$ cat src/rtl/fifo_defs_pkg.sv
// ---------------------------------------------------------------------------
// fifo_defs
// Shared definitions for the dual-clock FIFO pointer controllers (write and
// read side). Holds the default address width, helpers to derive pointer
// width and depth, and the binary/Gray conversion functions.
//
// The conversion functions work on a fixed 32-bit container. Zero-extending a
// narrower pointer does not change its converted value, because the leading
// zeros stay zero in both directions. Callers therefore cast in and out at
// their own pointer width.
// ---------------------------------------------------------------------------
package fifo_defs;

    localparam int ADDR_W_DEF = 2;
    localparam int CONV_W     = 32;

    // The pointer carries one extra wrap bit above the memory address.
    function automatic int ptr_width(input int addr_w);
        return addr_w + 1;
    endfunction

    function automatic int fifo_depth(input int addr_w);
        return 1 << addr_w;
    endfunction

    function automatic logic [CONV_W-1:0] bin2gray(input logic [CONV_W-1:0] b);
        return b ^ (b >> 1);
    endfunction

    // The MSB is copied. Each lower bit is the XOR of its Gray bit with the
    // binary bit just above it.
    function automatic logic [CONV_W-1:0] gray2bin(input logic [CONV_W-1:0] g);
        logic [CONV_W-1:0] b;
        b[CONV_W-1] = g[CONV_W-1];
        for (int i = CONV_W - 2; i >= 0; i--) begin
            b[i] = b[i+1] ^ g[i];
        end
        return b;
    endfunction

endpackage

$ cat src/rtl/sync_2ff.sv
// ---------------------------------------------------------------------------
// sync_2ff
// Two-flop synchroniser for a bus that is already safe to sample bit-by-bit,
// such as a Gray-coded pointer. There is deliberately no logic between the
// two flops. Both stages clear to 0 on a synchronous reset.
//
// Ports:
//   clk   in  1  destination-domain clock
//   srst  in  1  synchronous active-high reset
//   d     in  W  asynchronous input bus
//   q     out W  synchronised output (second stage)
// ---------------------------------------------------------------------------
module sync_2ff #(
    parameter int W = 3
) (
    input  logic         clk,
    input  logic         srst,
    input  logic [W-1:0] d,
    output logic [W-1:0] q
);

    logic [W-1:0] meta_reg;
    logic [W-1:0] sync_reg;

    always_ff @(posedge clk) begin
        if (srst) begin
            meta_reg <= '0;
            sync_reg <= '0;
        end else begin
            meta_reg <= d;
            sync_reg <= meta_reg;
        end
    end

    assign q = sync_reg;

endmodule

$ cat src/rtl/fifo_wr_ctrl.sv
// ---------------------------------------------------------------------------
// fifo_wr_ctrl
// Write-side pointer controller for the dual-clock FIFO. It accepts writes,
// drives the memory write port, keeps the binary and registered Gray write
// pointers, and synchronises the read pointer into this domain. From these it
// derives full, almost_full, the fill level and a sticky overflow flag.
//
// Ports:
//   clk_en       in  1       write-domain clock (rising edge)
//   rst          in  1       synchronous active-high reset
//   wr_req       in  1       write request (may be held high)
//   wr_ack       out 1       write accepted this cycle (combinational)
//   mem_we       out 1       memory write enable (same as wr_ack)
//   mem_waddr    out ADDR_W  memory write address
//   rd_ptr_gray  in  PTR_W   read pointer, Gray coded, asynchronous
//   wr_ptr_gray  out PTR_W   registered Gray write pointer for the read side
//   full         out 1       registered; no write is accepted while high
//   almost_full  out 1       registered; level >= DEPTH-1
//   level        out PTR_W   registered conservative fill count, 0..DEPTH
//   overflow     out 1       sticky; a request was seen while full
// ---------------------------------------------------------------------------
module fifo_wr_ctrl
    import fifo_defs::*;
#(
    parameter int ADDR_W = ADDR_W_DEF,
    localparam int PTR_W = ptr_width(ADDR_W),
    localparam int DEPTH = fifo_depth(ADDR_W)
) (
    input  logic              clk_en,
    input  logic              rst,
    input  logic              wr_req,
    output logic              wr_ack,
    output logic              mem_we,
    output logic [ADDR_W-1:0] mem_waddr,
    input  logic [PTR_W-1:0]  rd_ptr_gray,
    output logic [PTR_W-1:0]  wr_ptr_gray,
    output logic              full,
    output logic              almost_full,
    output logic [PTR_W-1:0]  level,
    output logic              overflow
);

    // When the FIFO is full, the write Gray pointer equals the read Gray
    // pointer with its top two bits inverted. Using a shifted mask keeps this
    // legal even when ADDR_W is 1 and there are no bits below those two.
    localparam logic [PTR_W-1:0] FULL_MASK = PTR_W'(3) << (PTR_W - 2);
    localparam logic [PTR_W-1:0] AF_LIMIT  = PTR_W'(DEPTH - 1);

    logic [PTR_W-1:0] wbin_reg;
    logic [PTR_W-1:0] wbin_next;
    logic [PTR_W-1:0] wgray_reg;
    logic [PTR_W-1:0] wgray_next;
    logic [PTR_W-1:0] rq2;
    logic [PTR_W-1:0] rbin_s;
    logic [PTR_W-1:0] level_reg;
    logic [PTR_W-1:0] level_next;
    logic             full_reg;
    logic             full_next;
    logic             almost_full_reg;
    logic             overflow_reg;

    sync_2ff #(
        .W (PTR_W)
    ) u_rd_sync (
        .clk  (clk_en),
        .srst (rst),
        .d    (rd_ptr_gray),
        .q    (rq2)
    );

    assign wr_ack    = wr_req & ~full_reg & ~rst;
    assign mem_we    = wr_ack;
    assign mem_waddr = wbin_reg[ADDR_W-1:0];

    // The pointer wraps naturally at 2**PTR_W. The wrap bit tells full apart
    // from empty.
    assign wbin_next  = wbin_reg + PTR_W'(wr_ack);
    assign wgray_next = PTR_W'(bin2gray(CONV_W'(wbin_next)));
    assign rbin_s     = PTR_W'(gray2bin(CONV_W'(rq2)));

    // rq2 lags the real read pointer. That lag can only make the level and
    // full flags too high, never too low, so the flags err on the safe side.
    assign level_next = wbin_next - rbin_s;
    assign full_next  = (wgray_next == (rq2 ^ FULL_MASK));

    always_ff @(posedge clk_en) begin
        if (rst) begin
            wbin_reg        <= '0;
            wgray_reg       <= '0;
            level_reg       <= '0;
            full_reg        <= 1'b0;
            almost_full_reg <= 1'b0;
            overflow_reg    <= 1'b0;
        end else begin
            wbin_reg        <= wbin_next;
            wgray_reg       <= wgray_next;
            level_reg       <= level_next;
            full_reg        <= full_next;
            almost_full_reg <= (level_next >= AF_LIMIT);
            overflow_reg    <= overflow_reg | (wr_req & full_reg);
        end
    end

    assign wr_ptr_gray = wgray_reg;
    assign full        = full_reg;
    assign almost_full = almost_full_reg;
    assign level       = level_reg;
    assign overflow    = overflow_reg;

endmodule

$ cat config.mk
export PLATFORM = sky130hd
export DESIGN_NAME = fifo_wr_ctrl
export DESIGN_NICKNAME = d
export VERILOG_FILES = /design/src/rtl/fifo_defs_pkg.sv /design/src/rtl/sync_2ff.sv /design/src/rtl/fifo_wr_ctrl.sv
export SDC_FILE = /design/constraint.sdc
export NUM_CORES = 1
export LEC_CHECK = 0
export CAP_MARGIN = 20
export CORE_MARGIN = 10
export CORE_UTILIZATION = 35
export DETAILED_ROUTE_END_ITERATION = 12
export SETUP_SLACK_MARGIN = 0.05
export SLEW_MARGIN = 20
export SYNTH_ARGS = -nofsm -noshare
export SYNTH_HDL_FRONTEND = slang
export SYNTH_SLANG_ARGS = --single-unit
$ cat constraint.sdc
create_clock -name clk_en -period 2.6 [get_ports clk_en]
set_input_delay 0.39 -clock clk_en [delete_from_list [all_inputs] [get_ports clk_en]]
set_output_delay 0.39 -clock clk_en [all_outputs]
set_load 0.005 [all_outputs]
After elaboration in Yosys (flattened, before gate mapping)
Index checks and enable logic that the tools add are counted. Widths: inputs -> output; s select.

Flip-flop bits (word level): 18. Input bits: 6. Output and inout port bits: 13.

Add/subtract/negate cells: 2. $lt $le $gt $ge: 1. Equal/unequal tests: 1. Bitwise operators: 10.

Operators by type and width (number): $add 3x1->3 (1); $and 1x1->1 (3); $eq 3x3->1 (1); $ge 3x2->1 const B (1); $sub 3x3->3 (1); $xor 3x2->3 (1); $not 1->1 (2); $not 2->2 (1); $xor 1x1->1 (2); $or 1x1->1 (1).

Depth between registers and ports, before layout
Depth in word-level cells: 6. Depth in mapped cells: 9. Gate-level depth less buffers: 8.

By module
Synthesis repeated with hierarchy kept, for this count alone.

Cell total of the unflattened synthesis: 56. Area, all modules: 621.8 um^2.

Modules (own cells, without submodules): fifo_wr_ctrl (instances 1, cells an instance 44, area an instance 464.2 um^2, seq. area each 220.2 um^2); sync_2ff (instances 1, cells an instance 12, area an instance 157.7 um^2, seq. area each 120.1 um^2).

Worst setup path after synthesis
OpenSTA, ideal clock, no wires.

Kind: input port to flip-flop. From: input rst. To: register almost_full_reg (netlist: almost_full). Data arrival time: 2312 ps. Required time: 2529 ps. Path slack: 218 ps. Cell stages on the path: 8. Path through: clkbuf_1 > nor3b_1 > ha_1 > ha_1 > inv_1 > fa_1 > or2_2 > a21oi_1.

Word-level cells in the longest chain between the ends: 5.

Ends and longest elaborated chain: start, declared (RTL line fifo_wr_ctrl.sv:30) `input logic rst,`; $not 1->1 (RTL line fifo_wr_ctrl.sv:71) `assign wr_ack = wr_req & ~full_reg & ~rst;`; $and 1x1->1 (RTL line fifo_wr_ctrl.sv:71); net mem_we (RTL line fifo_wr_ctrl.sv:33) `output logic mem_we,`; $add 3x1->3 (RTL line fifo_wr_ctrl.sv:77) `assign wbin_next = wbin_reg + PTR_W'(wr_ack);`; net wbin_next[1] (RTL line fifo_wr_ctrl.sv:50) `logic [PTR_W-1:0] wbin_next;`; $sub 3x3->3 (RTL line fifo_wr_ctrl.sv:83) `assign level_next = wbin_next - rbin_s;`; $ge 3x2->1 (RTL line fifo_wr_ctrl.sv:99) `almost_full_reg <= (level_next >= AF_LIMIT);`; end signal, assigned (RTL line fifo_wr_ctrl.sv:99); end, declared (RTL line fifo_wr_ctrl.sv:59) `logic almost_full_reg;`.

The timed path passes the listed nets, and every way through them passes these cells. A chain may end at the register's enable or synchronous reset.

Worst setup path in the final report
From: input wr_req. To: register almost_full_reg (netlist: almost_full).

Word-level cells in the longest chain between the ends: 5.

Ends and longest elaborated chain: start, declared (RTL line fifo_wr_ctrl.sv:31) `input logic wr_req,`; $and 1x1->1 (2 in a row) (RTL line fifo_wr_ctrl.sv:71); $add 3x1->3 (RTL line fifo_wr_ctrl.sv:77); net wbin_next[0] (RTL line fifo_wr_ctrl.sv:50); $sub 3x3->3 (RTL line fifo_wr_ctrl.sv:83); $ge 3x2->1 (RTL line fifo_wr_ctrl.sv:99).

The timed path passes the listed nets, and every way through them passes these cells.

==> metrics.cfg <==
[critical_path]
cp.required_ns = 2.83
cp.arrival_ns = 2.57
path_class = input port to flip-flop
setup.worst_path.end_class = flip-flop
cp-start-kind = input port
crit_fanout = 2

[power]
p_clk_frac = 0.260
internal_power_uw = 398.8
p_total_uw = 522.8
swShare = 0.2372
switching_power_uw = 124.0
p_comb_frac = 0.195
p_seq_frac = 0.545
p_per_area_nw_per_um2 = 594.4
power_leakage_nw = 0.3608
vdd_ir_drop_max_uv = 294.5

[sta]
setup_tns_ns = 0
worst_pin_slew_ns = 0.3038
min_period_over_period = 0.9027
fmax_ghz = 0.4261
skew_ns = 0.004744
slew_headroom = 0.7970
drv_slew = 0
finalSetupViolCount = 0
hold_viol_final = 0
period_needed_ns = 2.347
grt_setup_unrepaired = no

[grt]
met2_usage = 0.1067
antenna_found_initial = 0
grt-busiest-layer = met2
grt_pass1_wl_um = 1814
use_met3 = 0.03455
grt_max_degree = 18
grt_pass1_vias = 425
grtUsageMet1 = 0.06440
track_usage = 0.06894
grt_overflow = 0

[synthesis]
synth_most_common_cell = dfxtp_1
synth_area_leaders = dfxtp_1, xnor2_1, ha_1, nor2b_1, nor2_1
syn_area_per_cell_um2 = 10.84
syn-num-nets = 67
ys_seq_elements = 17
synth_top_area_frac = 0.5506
synth_top_cells_by_count = dfxtp_1, nor2_1, nor2b_1, xnor2_1
synth-main-ff-cell = dfxtp_1
syn_inst = 57
synth_edf_count = 0
ys_seq_area_frac = 0.5506
synthArstFlopShare = 0
yosysTopAreaCell = dfxtp_1
synthDistinctLibCells = 16
synth_area_um2 = 618.1
synth_warnings = 0

[clocking]
path_clk_slew_ns = 0.10
cts_resized = 0
cts_tree = built
cts_buffer_depth = 2
holdBufCountCts = 0
cts_sinks = 17
postCtsSetupBuffers = 0
clock_latency_ns = 0.29
cts-root-buf = clkbuf_4
cts_max_level = 1
tritoncts.num_buffers = 3

[route]
postRouteAntennaNets = 0
viasPerCell = 4.179
wl_per_cell_um = 10.19
vias = 443
drtIter0Drc = 4
first_pass_iters = 4
routed_wl_um = 1080
drc = 0

[die]
start_util = 0.3619
dieWidth_um = 62.03
die_h_um = 62.03
row_count = 15
ios = 19
dieArea_um2 = 3847
core-area_um2 = 1708

[cells_and_area]
nNetsFinal = 92
syn_to_final_growth_pct = 42.31
fin_util = 0.5150
diodes = 0
post_route_cells_drive_above_1_share = 0.1358
stdcell_area_um2 = 879.6
fillers = 161

[worst_hold_path]
hp-class = flip-flop to flip-flop

[status]
outcome = finished, final reports clean

[placement]
dpl_cell_area_um2 = 852.1
place_congestion = 0.6492
io_buffers = 18
hpwl_um = 899.5

[job]
cap_violations = 0

final cells by class:
type	instances	area [µm²]	share of cell area
flip-flops and latches	17	340.3	0.3869
multi-input cells	35	255.2	0.2902
repair buffers	23	217.7	0.2475
well taps	25	31.28	0.03556
clock buffers	3	22.52	0.02560
clock inverters	1	5.005	0.005690
inverters	2	7.507	0.008535
worst max-delay path, stage by stage:
cell and delay [ns]:
clkdlybuf4s50_1 0.47, nor3b_1 0.29, ha_1 0.31, inv_1 0.09, ha_1 0.17, fa_1 0.43
or2_2 0.28, a21oi_1 0.13
worst paths after layout:
path	slack (ns)	cells past startpoint	from	endpoint
max	0.25	8	wr_req	almost_full
min	0.45	1	u_rd_sync.meta_reg[0]	u_rd_sync.q[0]
min reg2reg	0.45	1	u_rd_sync.meta_reg[0]	u_rd_sync.q[0]
max reg2reg	0.49	7	full	almost_full
power by group through the flow:
stage,clock [mW],sequential (mW),combinational [mW]
finish,0.136,0.285,0.102
global route,0.162,0.287,0.115
CTS,0.146,0.285,0.105
detailed placement,0,0.291,0.105
global placement,0,0.290,0.103
floorplan,0,0.293,0.0501
logic make-up (layout without fill, tap and decap cells):
family                     Yosys count  after routing  synth area share
and+or+nand+nor                     19             19            0.1559
DFF                                 17             17            0.5506
xor gates and xnor gates             9              9            0.1275
buffers and inverters                5             29           0.03645
adders and majority gates            4              4           0.09313
AOI/OAI and AO/OA                    3              3           0.03643
layer usage:
metal	wire, µm	up-vias
met1	458	203
li1	-	224
met4	12	0
met5	0	-
met3	96	2
met2	513	14
cells in the final DEF (no fill, tap or decap):
master,count
clkbuf_4,3
nor2_1,9
nor3b_1,1
a211oi_2,1
or2_2,1
nor2b_1,6
clkdlybuf4s50_1,18
inv_1,2
dfxtp_1,17
buf_4,5
fa_1,1
xor2_1,3
clkinv_2,1
or3_1,1
xnor2_1,6
ha_1,3
a21oi_1,2
nand3_1,1
stage by stage:
| step | hold slack, ns | cells | worst slack [ns] |
|---|---|---|---|
| finish | 0.4504 | 106 | 0.2530 |
| global route | 0.4652 | 106 | 0.1396 |
| CTS | 0.4574 | 106 | 0.2523 |
| detailed placement | 0.4272 | 102 | -0.04508 |
| global placement | 0.4164 | 102 | -0.04063 |
| floorplan | 0.4138 | 57 | 0.2179 |
(Power assumes the default switching activity.)
